===== config.mk =====
export PLATFORM = sky130hd
export DESIGN_NAME = operand_issue
export DESIGN_NICKNAME = d
export VERILOG_FILES = /design/src/rtl/operand_issue.sv
export SDC_FILE = /design/constraint.sdc
export NUM_CORES = 1
export LEC_CHECK = 0
export ABC_CLOCK_PERIOD_IN_PS = 2600
export CAP_MARGIN = 20
export CORE_UTILIZATION = 57
export CTS_CLUSTER_SIZE = 14
export DETAILED_ROUTE_END_ITERATION = 12
export HOLD_SLACK_MARGIN = 0.05
export PLACE_DENSITY = 0.83
export SYNTH_ARGS = -nofsm -noshare
export SYNTH_HDL_FRONTEND = slang
export SYNTH_SLANG_ARGS = --single-unit

===== constraint.sdc =====
create_clock -name clk -period 2.6 [get_ports clk]
set_clock_uncertainty 0.15 [all_clocks]
set_input_delay 0.52 -clock clk [delete_from_list [all_inputs] [get_ports clk]]
set_output_delay 0.52 -clock clk [all_outputs]
set_load 0.01 [all_outputs]

===== src/rtl/operand_issue.sv =====
// -----------------------------------------------------------------------------
// operand_issue
//   Issue stage in front of the ALU. Takes decoded instructions, reads the
//   register file (with write-back bypass), tracks outstanding writers in a
//   one-bit-per-register RAW scoreboard, and presents a registered operation
//   to the ALU. The ALU result returns through the write-back port.
//
// Ports
//   clk, reset                 clock, synchronous active-high reset
//   instr_valid/instr_ready    upstream handshake; instr = {cmd, rA, rB, wb_en}
//   issue_valid/issue_ready    downstream handshake for the issued op
//   alu_cmd, inA, inB          registered ALU command and operands
//   issue_dest, issue_wb       destination register and write-enable of the op
//   wb_valid, wb_addr, wb_data register write-back from the ALU
// -----------------------------------------------------------------------------
module operand_issue #(
    parameter int DW   = 8,
    parameter int NREG = 8,
    localparam int AW  = $clog2(NREG),
    localparam int IW  = 2*AW + 3
) (
    input  logic          clk,
    input  logic          reset,
    input  logic          instr_valid,
    output logic          instr_ready,
    input  logic [IW-1:0] instr,
    output logic          issue_valid,
    input  logic          issue_ready,
    output logic [1:0]    alu_cmd,
    output logic [DW-1:0] inA,
    output logic [DW-1:0] inB,
    output logic [AW-1:0] issue_dest,
    output logic          issue_wb,
    input  logic          wb_valid,
    input  logic [AW-1:0] wb_addr,
    input  logic [DW-1:0] wb_data
);

    logic [NREG-1:0][DW-1:0] regfile_q, regfile_d;
    logic [NREG-1:0]         pending_q, pending_d;
    logic                    issue_valid_q, issue_valid_d;
    logic [1:0]              alu_cmd_q, alu_cmd_d;
    logic [DW-1:0]           in_a_q, in_a_d;
    logic [DW-1:0]           in_b_q, in_b_d;
    logic [AW-1:0]           issue_dest_q, issue_dest_d;
    logic                    issue_wb_q, issue_wb_d;

    // Instruction fields
    logic [1:0]    dec_cmd;
    logic [AW-1:0] dec_ra;
    logic [AW-1:0] dec_rb;
    logic          dec_wb;
    logic          hazard;
    logic          accept;

    assign dec_cmd = instr[IW-1 -: 2];
    assign dec_ra  = instr[2*AW -: AW];
    assign dec_rb  = instr[AW -: AW];
    assign dec_wb  = instr[0];

    // A register being written back this very cycle is no longer a hazard:
    // its value is taken from the write-back bus.
    function automatic logic reg_busy(input logic [NREG-1:0] pend,
                                      input logic [AW-1:0]   r,
                                      input logic            wv,
                                      input logic [AW-1:0]   wa);
        return pend[r] && !(wv && (wa == r));
    endfunction

    function automatic logic [DW-1:0] read_bypass(input logic [NREG-1:0][DW-1:0] rf,
                                                  input logic [AW-1:0]           r,
                                                  input logic                    wv,
                                                  input logic [AW-1:0]           wa,
                                                  input logic [DW-1:0]           wd);
        return (wv && (wa == r)) ? wd : rf[r];
    endfunction

    always_comb begin
        hazard      = reg_busy(pending_q, dec_ra, wb_valid, wb_addr)
                   || reg_busy(pending_q, dec_rb, wb_valid, wb_addr);
        instr_ready = (!issue_valid_q || issue_ready) && !hazard;
        accept      = instr_valid && instr_ready;
    end

    always_comb begin
        regfile_d     = regfile_q;
        pending_d     = pending_q;
        issue_valid_d = issue_valid_q;
        alu_cmd_d     = alu_cmd_q;
        in_a_d        = in_a_q;
        in_b_d        = in_b_q;
        issue_dest_d  = issue_dest_q;
        issue_wb_d    = issue_wb_q;

        if (wb_valid) begin
            regfile_d[wb_addr] = wb_data;
            pending_d[wb_addr] = 1'b0;
        end

        if (accept) begin
            issue_valid_d = 1'b1;
            alu_cmd_d     = dec_cmd;
            in_a_d        = read_bypass(regfile_q, dec_ra, wb_valid, wb_addr, wb_data);
            in_b_d        = read_bypass(regfile_q, dec_rb, wb_valid, wb_addr, wb_data);
            issue_dest_d  = dec_ra;
            issue_wb_d    = dec_wb;
            // Applied after the write-back clear so a new writer stays outstanding.
            if (dec_wb) begin
                pending_d[dec_ra] = 1'b1;
            end
        end else if (issue_ready) begin
            issue_valid_d = 1'b0;
        end
    end

    // Stage register: issue outputs, scoreboard and register file
    always_ff @(posedge clk) begin
        if (reset) begin
            regfile_q     <= '0;
            pending_q     <= '0;
            issue_valid_q <= 1'b0;
            alu_cmd_q     <= '0;
            in_a_q        <= '0;
            in_b_q        <= '0;
            issue_dest_q  <= '0;
            issue_wb_q    <= 1'b0;
        end else begin
            regfile_q     <= regfile_d;
            pending_q     <= pending_d;
            issue_valid_q <= issue_valid_d;
            alu_cmd_q     <= alu_cmd_d;
            in_a_q        <= in_a_d;
            in_b_q        <= in_b_d;
            issue_dest_q  <= issue_dest_d;
            issue_wb_q    <= issue_wb_d;
        end
    end

    assign issue_valid = issue_valid_q;
    assign alu_cmd     = alu_cmd_q;
    assign inA         = in_a_q;
    assign inB         = in_b_q;
    assign issue_dest  = issue_dest_q;
    assign issue_wb    = issue_wb_q;

endmodule


==> results of run 1 <==
## cell families after synthesis
logic type	after synthesis	share of synthesized area, %
xor+xnor	6	1.08
buf+inv	48	5.35
flops	95	39.1
compound gates	138	16.6
mux	54	20.3
simple gates	202	17.6
## flip-flops by register name, summed over array words and instances, names as in the netlist
signal and count:
inB 8, issue_valid 1, regfile_q 64, issue_wb 1, alu_cmd 2, pending_q 8, inA 8, issue_dest 3
## layout make-up
class / count / area, um^2
Clock buffer: 9 / 124
Clock inverter: 7 / 81.3
Fill cell: 590 / 2380
Inverter: 2 / 7.51
Multi-Input combinational cell: 400 / 2750
Sequential cell: 95 / 1900
Tap cell: 105 / 131
Timing Repair Buffer: 97 / 842
## routing by layer
metal / global-route usage, % / vias up / share of wire [%]
met5: 0 / - / 0
met3: 8.78 / 77 / 10
li1: - / 2072 / -
met1: 39.8 / 2196 / 38
met4: 19.7 / 0 / 4.8
met2: 53.3 / 316 / 48
## cells in the final DEF (no fill, tap or decap), types with 3 or more instances in the layout
cell and n:
nand2_1 153, dfxtp_1 95, a21oi_1 87, buf_4 48, clkdlybuf4s50_1 39, mux4_2 35, o21ai_0 22, mux2i_1 16
o2111ai_1 15, nand3_1 12, nor2_1 11, nand3b_1 9, clkbuf_8 9, o31ai_1 8, nand2b_1 5, dlygate4sd2_1 5
xnor2_1 3, buf_2 3
## through the flow
stage | setup slack (ns) | total power, mW | hold slack (ns) | std cells | instance area, um^2
final | 0.0653 | 2.95 | 0.325 | 715 | 5840
after CTS | 0.00951 | 2.95 | 0.326 | 714 | 5820
after global placement | -0.708 | 1.96 | 0.302 | 697 | 5580
after floorplan | 0.148 | 1.81 | 0.293 | 543 | 4860
after global routing | 0.0311 | 3.06 | 0.348 | 715 | 5840
after detailed placement | -0.732 | 1.98 | 0.311 | 697 | 5580
## worst paths after layout
| kind | from | to | cells after the start |
|---|---|---|---|
| max | instr[4] | instr_ready | 6 |
| min | regfile_q[39]$_SDFFE_PP0P_ | regfile_q[39]$_SDFFE_PP0P_ | 2 |
| max reg2reg | pending_q[5]$_SDFF_PP0_ | pending_q[2]$_SDFF_PP0_ | 7 |
| min reg2reg | regfile_q[39]$_SDFFE_PP0P_ | regfile_q[39]$_SDFFE_PP0P_ | 2 |
## power by group through the flow
| stage | clock network (mW) | registers, mW | logic (mW) |
|---|---|---|---|
| 3_3_place_gp | 0 | 1.55 | 0.419 |
| 5_1_grt | 1.07 | 1.52 | 0.473 |
| 6_report | 0.991 | 1.52 | 0.443 |
| 3_5_place_dp | 0 | 1.55 | 0.428 |
| 2_1_floorplan | 0 | 1.55 | 0.263 |
| 4_1_cts | 0.998 | 1.52 | 0.432 |
## worst max-delay path, delay by kind of cell
family | cells | cell delay [ns]
compound gates | 2 | 0.53
buf+inv | 2 | 0.42
xor+xnor | 1 | 0.24
simple gates | 1 | 0.15
## what timing repair did
item | 4_1_cts | 5_1_grt
resized for setup | 18 | 5
hold endpoints to repair | 0 | 0
setup buffers | 1 | 1
endpoints found under the setup margin | 2 | 1
pin swaps | 3 | 2
==> metrics, run 1 <==
#FFs+latches synth 95; grt ovf 0; Worst Path Max Fanout 3; Max Slew Vio Count 0; Die Area 0.00890 mm^2; CTS H-Tree Depth 3; Iter 0 DRT Violations between 400 and 500; Seq/Total Area, Yosys 39.1%; FFs w/ async S/R, synth 0%; crit start category primary input; Crit path required time roughly 1.9 ns; total track usage 33.1%; Hold Path Class flip-flop to flip-flop; commonest cells in the netlist nand2_1 (153), dfxtp_1 (95), a21oi_1 (87), mux4_2 (35), o21ai_0 (22); Final Cycle Share a little over nine tenths; layout cells sized above 1 19.3%; syn avg cell area just under 9 um^2; vias per cell around 6.5; DPL Wire Length ~9.4 mm; TritonCTS clock tree built; Hold Vio Cnt, Final 0; RSZ-0062 raised after global routing false; Post-Synthesis Net Count ~570; I/O Pins 49; Post-synth EDFFs 0; antenna violations before repair 0; Netlist Area Pre-Place 0.00486 mm^2; PwrDens 505 mW/mm^2; worst vdd ir roughly 290 uV; final net count 630; Initial Util 59.2%; worst skew pair latency 0.39 ns; Synth area leaders dfxtp_1 (39%), mux4_2 (16%), nand2_1 (12%); critical path's largest stage delay 0.33 ns; Final Setup Violations 0; CTS Root Cell clkbuf_8; Leak 2.09 nW; largest net degree at the start of global routing 37; DRT Pass-1 Iters 8; final wirelength between 10 and 15 mm; clk sinks 95; Maximum Capacitance Violations 0; setup TNS 0 ns; clock tree buffer depth 2; Crit Path Category primary input to output port; Yosys top cell by area dfxtp_1; Distinct cells, synth 39; Via Count ~4.7k; Antenna Nets Post-Route 0; yosys warns 0; count leader, synth nand2_1; row count 33; Worst-path clk slew 0.10 ns; Arr. time, crit path about 1.9 ns; CP Capture Type output port; # diodes 0; top_reg_cell synth dfxtp_1; die span in x 94.3 um; global placer's final weighted congestion 0.903; first-pass GRT wire length 21.9 mm; switching power share of the total 29.8%; routed len/inst 19.6 um; total internal power about 2.1 mW; Synth top area share 39.1%; Core Util, Final 71.1%; total CTS buffers 9; CORE AREA 0.00822 mm^2; Sw Pwr 0.881 mW; hold_buf cts 0; post-route minimum period approximately 2.5 ns; status completed; vias in the first global route 4442; Worst Max-Slew Pin Slew 0.644 ns; Logic pwr share 15.0%; IO buf count 48; Slew HR 57.1%; die height 94.3 um; slowest stage cell, crit path o41ai_4; CP cell instances dlygate4sd2_1 > xor2_2 > o41ai_4 > o22a_2 > and3_1 > buf_2; clock power share 33.6%; Seq pwr share 51.4%; r2r setup slk 0.39 ns; Syn Inst Count between 500 and 600; DRC errors left 0; synth-to-layout area growth 20.1%; Max Freq 395 MHz
Note: power is estimated with default switching activity, not from simulation.
==> inputs of run 2 (changes only) <==
- CORE_UTILIZATION: 57 -> 35
- PLACE_DENSITY: 0.83 -> 0.56
==> run 2 against run 1 <==
Design area is 2.7% higher. Cell count is 9.4% higher. Core utilization shrank 26 points. Clock power rose by 31%. Fmax grew 0.22%. Worst hold slack got worse by 0.0087 ns. Count of clock-buffer cells in the layout up 4. Critical path depth unchanged. Non-clock buffer count decreased by 2. Die area up 61%. Combinational power about the same. Routed wire length up 4.6%. Highest routed layer unchanged.
==> metrics, run 2 (synthesis gave the netlist of run 1 again) <==
status completed; Die Area 0.0144 mm^2; Via Count 4331; Logic pwr share a little over an eighth; Final Setup Violations 0; Largest Register regfile_q; Max Freq ~400 MHz; Worst Path Max Fanout 4; post-route insts no fill 782; total CTS buffers 9; CP Capture Type output port; DRC errors left 0; Max Slew Vio Count 0; CTS H-Tree Depth 3; clock power share 39.8%; Worst Max-Slew Pin Slew ~0.55 ns; Sw Pwr 0.809 mW; worst skew pair latency ~0.34 ns; final wirelength 14.6 mm; TritonCTS clock tree built; routed len/inst 18.7 um; CORE AREA 0.0134 mm^2; row count 42; clock tree buffer depth 2; Worst-path clk slew roughly 0.060 ns; total internal power between 2 and 2.5 mW; setup TNS 0 ns; Antenna Nets Post-Route 0; global placer's final weighted congestion 0.832; Leak 2.12 nW; placed cells 765; CTS Root Cell clkbuf_16; multi-input logic area 0.00275 mm^2; vias in the first global route 4124; largest net degree at the start of global routing a little over 50; commonest non-fill, non-tap cell in the layout nand2_1; final net count 628; clk sinks 95; Core Util, Final 44.7%; hold_buf cts 0; fillers 1273; total track usage 20.8%; vias per cell 5.54; IO buf count 48; Initial Util 36.3%; Hold Path Class flip-flop to flip-flop; post-route minimum period around 2.5 ns; I/O Pins 49; Hold Vio Cnt, Final 0; commonest non-fill, non-tap cells in the layout nand2_1 (153), dfxtp_1 (95), a21oi_1 (87), buf_4 (45), clkdlybuf4s50_1 (39); layout cells sized above 1 between 15 and 20%; DRT Pass-1 Iters 5; Final Cycle Share 97.3%; first-pass GRT wire length roughly 23 mm; Final Power 3.26 mW; Arr. time, crit path between 1.5 and 2 ns; # diodes 0; worst slack, placed -0.732 ns; die height 120 um; Crit Path Category primary input to output port; worst vdd ir about 420 uV; grt ovf 0; DPL Wire Length slightly below 10 mm; Iter 0 DRT Violations 421; crit start category primary input; synth-to-layout area growth 23.3%; die span in x 120 um; Maximum Capacitance Violations 0; max reg flops 64; RSZ-0062 raised after global routing false; PwrDens between 500 and 600 mW/mm^2; Slew HR 63.4%; register area 0.00190 mm^2; setup ws final 0.0709 ns; Seq pwr share 46.6%; antenna violations before repair 0; Crit path required time 1.93 ns; switching power share of the total 24.8%
[run 2: layout make-up]
| type | count | share of cell area, % |
|---|---|---|
| Inverter | 2 | 0.125 |
| Clock inverter | 1 | 0.501 |
| Tap cell | 176 | 3.67 |
| Sequential cell | 95 | 31.7 |
| Clock buffer | 13 | 4.17 |
| Timing Repair Buffer | 95 | 13.9 |
| Multi-Input combinational cell | 400 | 45.9 |
[run 2: path summary, 6_finish.rpt]
path / startpoint / endpoint / slack, ns / depth (start not counted)
setup / recovery: instr[4] / instr_ready / 0.07 / 6
hold reg to reg: regfile_q[44]$_SDFFE_PP0P_ / regfile_q[44]$_SDFFE_PP0P_ / 0.32 / 2
setup reg to reg: pending_q[5]$_SDFF_PP0_ / pending_q[1]$_SDFF_PP0_ / 0.43 / 6
hold / removal: regfile_q[44]$_SDFFE_PP0P_ / regfile_q[44]$_SDFFE_PP0P_ / 0.32 / 2
[run 2: power by group through the flow]
stage / combinational (mW) / clock, mW / sequential [mW]
6_report: 0.443 / 1.30 / 1.52
5_1_grt: 0.475 / 1.38 / 1.52
4_1_cts: 0.436 / 1.32 / 1.52
3_5_place_dp: 0.433 / 0 / 1.55
3_3_place_gp: 0.428 / 0 / 1.55
2_1_floorplan: 0.263 / 0 / 1.55
[run 2: metal layers]
| layer | vias to the layer above | wire length [um] | GRT usage, % | share of wire [%] |
|---|---|---|---|---|
| met1 | 2059 | 6210 | 26.9 | 42 |
| met3 | 25 | 1100 | 3.52 | 7.5 |
| met5 | - | 0 | 0 | 0 |
| met4 | 0 | 369 | 7.73 | 2.5 |
| li1 | 2056 | - | - | - |
| met2 | 191 | 6940 | 34.5 | 47 |
[run 2: through the flow]
stage | cell area [um^2] | hold WS, ns
global placement | 5650 | 0.301
global route | 6000 | 0.330
finish | 6000 | 0.316
floorplan | 4860 | 0.293
detailed placement | 5650 | 0.308
CTS | 5970 | 0.317
[run 2: what timing repair did]
action | 4_1_cts | 5_1_grt
buffers inserted | 3 | 0
gates cloned | 0 | 0
hold endpoints to repair | 0 | 0
pin swaps | 3 | 2
endpoints found under the setup margin | 3 | 1
gates resized for setup | 17 | 7
[run 2: critical path, cell delays in order]
cell and delay [ns]:
dlygate4sd2_1 0.31, xor2_2 0.24, o41ai_4 0.32, o22a_2 0.19, and3_1 0.15, buf_2 0.13
==> inputs of run 3 (changes only) <==
- CORE_MARGIN: default -> 5
- CTS_BUF_LIST: default -> sky130_fd_sc_hd__clkbuf_8
==> run 3 against run 2 <==
Core utilization decreased by 1.6 points. Die area grew 14%. First-iteration DRC count shrank 5.7%. Critical path depth stayed put. Fmax decreased by 0.87%. Cell count rose by 0.64%.
==> metrics, run 3 (synthesis gave the netlist of run 1 again) <==
total internal power 2.19 mW; switching power share of the total 26.9%; Slew HR around three fifths; CP cell instances dlygate4sd2_1 > xor2_2 > o41ai_4 > o22a_2 > and3_4 > buf_2; Final Power 2.99 mW; Crit path required time 1.93 ns; Worst Max-Slew Pin Slew roughly 0.6 ns; layout cells sized above 1 between 10% and 20%; Arr. time, crit path 1.88 ns; # diodes 0; commonest non-fill, non-tap cells in the layout nand2_1 (153), dfxtp_1 (95), a21oi_1 (87), buf_4 (42), clkdlybuf4s50_1 (38); final net count 627; CTS Root Cell clkbuf_8; total CTS buffers 9; vias per cell 5.56; worst skew pair latency 0.36 ns; Hold Path Class flip-flop to flip-flop; TritonCTS clock tree built; RSZ-0062 raised after global routing false; antenna violations before repair 0; DRT Pass-1 Iters 6; DPL Wire Length slightly above 10 mm; CTS H-Tree Depth 3; CORE AREA 0.0138 mm^2; Core Util, Final 43.1%; I/O Pins 49; CP Capture Type output port; Logic pwr share about 15%; setup ws final 0.0487 ns; worst vdd ir 291 uV; worst slack, placed -0.740 ns; Iter 0 DRT Violations 397; Max Freq around 390 MHz; Final Cycle Share 98.1%; final wirelength 14.9 mm; Initial Util 35.3%; synth-to-layout area growth 22.1%; Via Count between 4k and 5k; crit start category primary input; Die Area 0.0163 mm^2; die height 128 um; routed len/inst 18.9 um; max reg flops 64; slowest stage cell, crit path o41ai_4; Sw Pwr a little over 0.8 mW; largest net degree at the start of global routing 68; Hold Vio Cnt, Final 0; clock power share between 30 and 40%; Maximum Capacitance Violations 0; commonest non-fill, non-tap cell in the layout nand2_1; Bufs and invs on worst path 2; first-pass GRT wire length about 23 mm; IO buf count between 40 and 50; DRC errors left 0; status completed; PwrDens ~500 mW/mm^2; post-route minimum period 2.55 ns; Worst Hold Slack 0.324 ns; vias in the first global route 4217; total track usage 18.3%; clock tree buffer depth 2; Worst Path Max Fanout 3; Leak 2.09 nW; global placer's final weighted congestion between 0.8 and 0.9; CP top delay family compound AO/OA/AOI/OAI gates; Worst-path clk slew approximately 0.09 ns; setup bufs post-CTS 0; Final Setup Violations 0; Crit Path Category primary input to output port; critical path's largest stage delay approximately 0.38 ns; hold_buf cts 0; r2r setup slk 0.45 ns; Largest Register regfile_q; Antenna Nets Post-Route 0; row count 43; Max Slew Vio Count 0; clk sinks 95; Seq pwr share 50.7%; grt ovf 0; die span in x 128 um
==> run 3: cell types whose count changed in the layout (fill, tap and decap cells not counted), sizes merged <==
cell           change
inv                +2
dlygate4sd2        +2
buf                -1
clkdlybuf4s50      -1
clkinv             +2
dlymetal6s2s       -1
clkbuf             -2
==> run 3: worst reg2reg max path, delay by kind of cell (launching register included) <==
kind	cells	cell delay, ns
buffers and inverters	1	0.27
muxes	1	0.50
DFF	1	0.36
and+or+nand+nor	1	0.21
AOI/OAI and AO/OA	3	0.58
==> run 3: final timing paths <==
path	start	end	cells after the start
worst min register to register	regfile_q[4]$_SDFFE_PP0P_	regfile_q[4]$_SDFFE_PP0P_	2
worst min-delay path	regfile_q[4]$_SDFFE_PP0P_	regfile_q[4]$_SDFFE_PP0P_	2
worst max register to register	pending_q[1]$_SDFF_PP0_	pending_q[7]$_SDFF_PP0_	6
worst max-delay path	wb_addr[2]	instr_ready	6
==> run 3: power groups by stage <==
stage / Combinational, mW / Clock [mW] / Sequential [mW]
global placement: 0.438 / 0 / 1.55
global route: 0.482 / 1.11 / 1.52
floorplan: 0.263 / 0 / 1.55
CTS: 0.447 / 1.05 / 1.51
detailed placement: 0.443 / 0 / 1.55
finish: 0.447 / 1.03 / 1.51
==> run 3: routing by layer <==
| metal | part of all wire (%) | routed length [um] | up-vias | track usage, % |
|---|---|---|---|---|
| li1 | - | - | 2056 | - |
| met1 | 43 | 6420 | 2138 | 24.6 |
| met2 | 48 | 7150 | 156 | 29.6 |
| met3 | 6.5 | 976 | 25 | 2.67 |
| met4 | 2.4 | 353 | 0 | 7.30 |
| met5 | 0 | 0 | - | 0 |
==> run 3: what timing repair did <==
action                     in CTS  in global routing
gates resized for setup        20                  5
pin swaps                       3                  0
setup endpoints to repair       1                  1
==> run 3: area by class of cell <==
type,instances,area [um^2]
Fill cell,1380,7840
Tap cell,180,225
Multi-Input combinational cell,400,2750
Clock inverter,5,56.3
Sequential cell,95,1900
Timing Repair Buffer,94,847
Inverter,2,7.51
Clock buffer,11,151
==> run 3: per-stage QoR <==
step                area (um^2)  cells  TNS [ns]
finish                     5940    787         0
global route               5940    787         0
CTS                        5930    787         0
detailed placement         5690    771     -7.18
global placement           5690    771     -6.91
floorplan                  4860    543         0
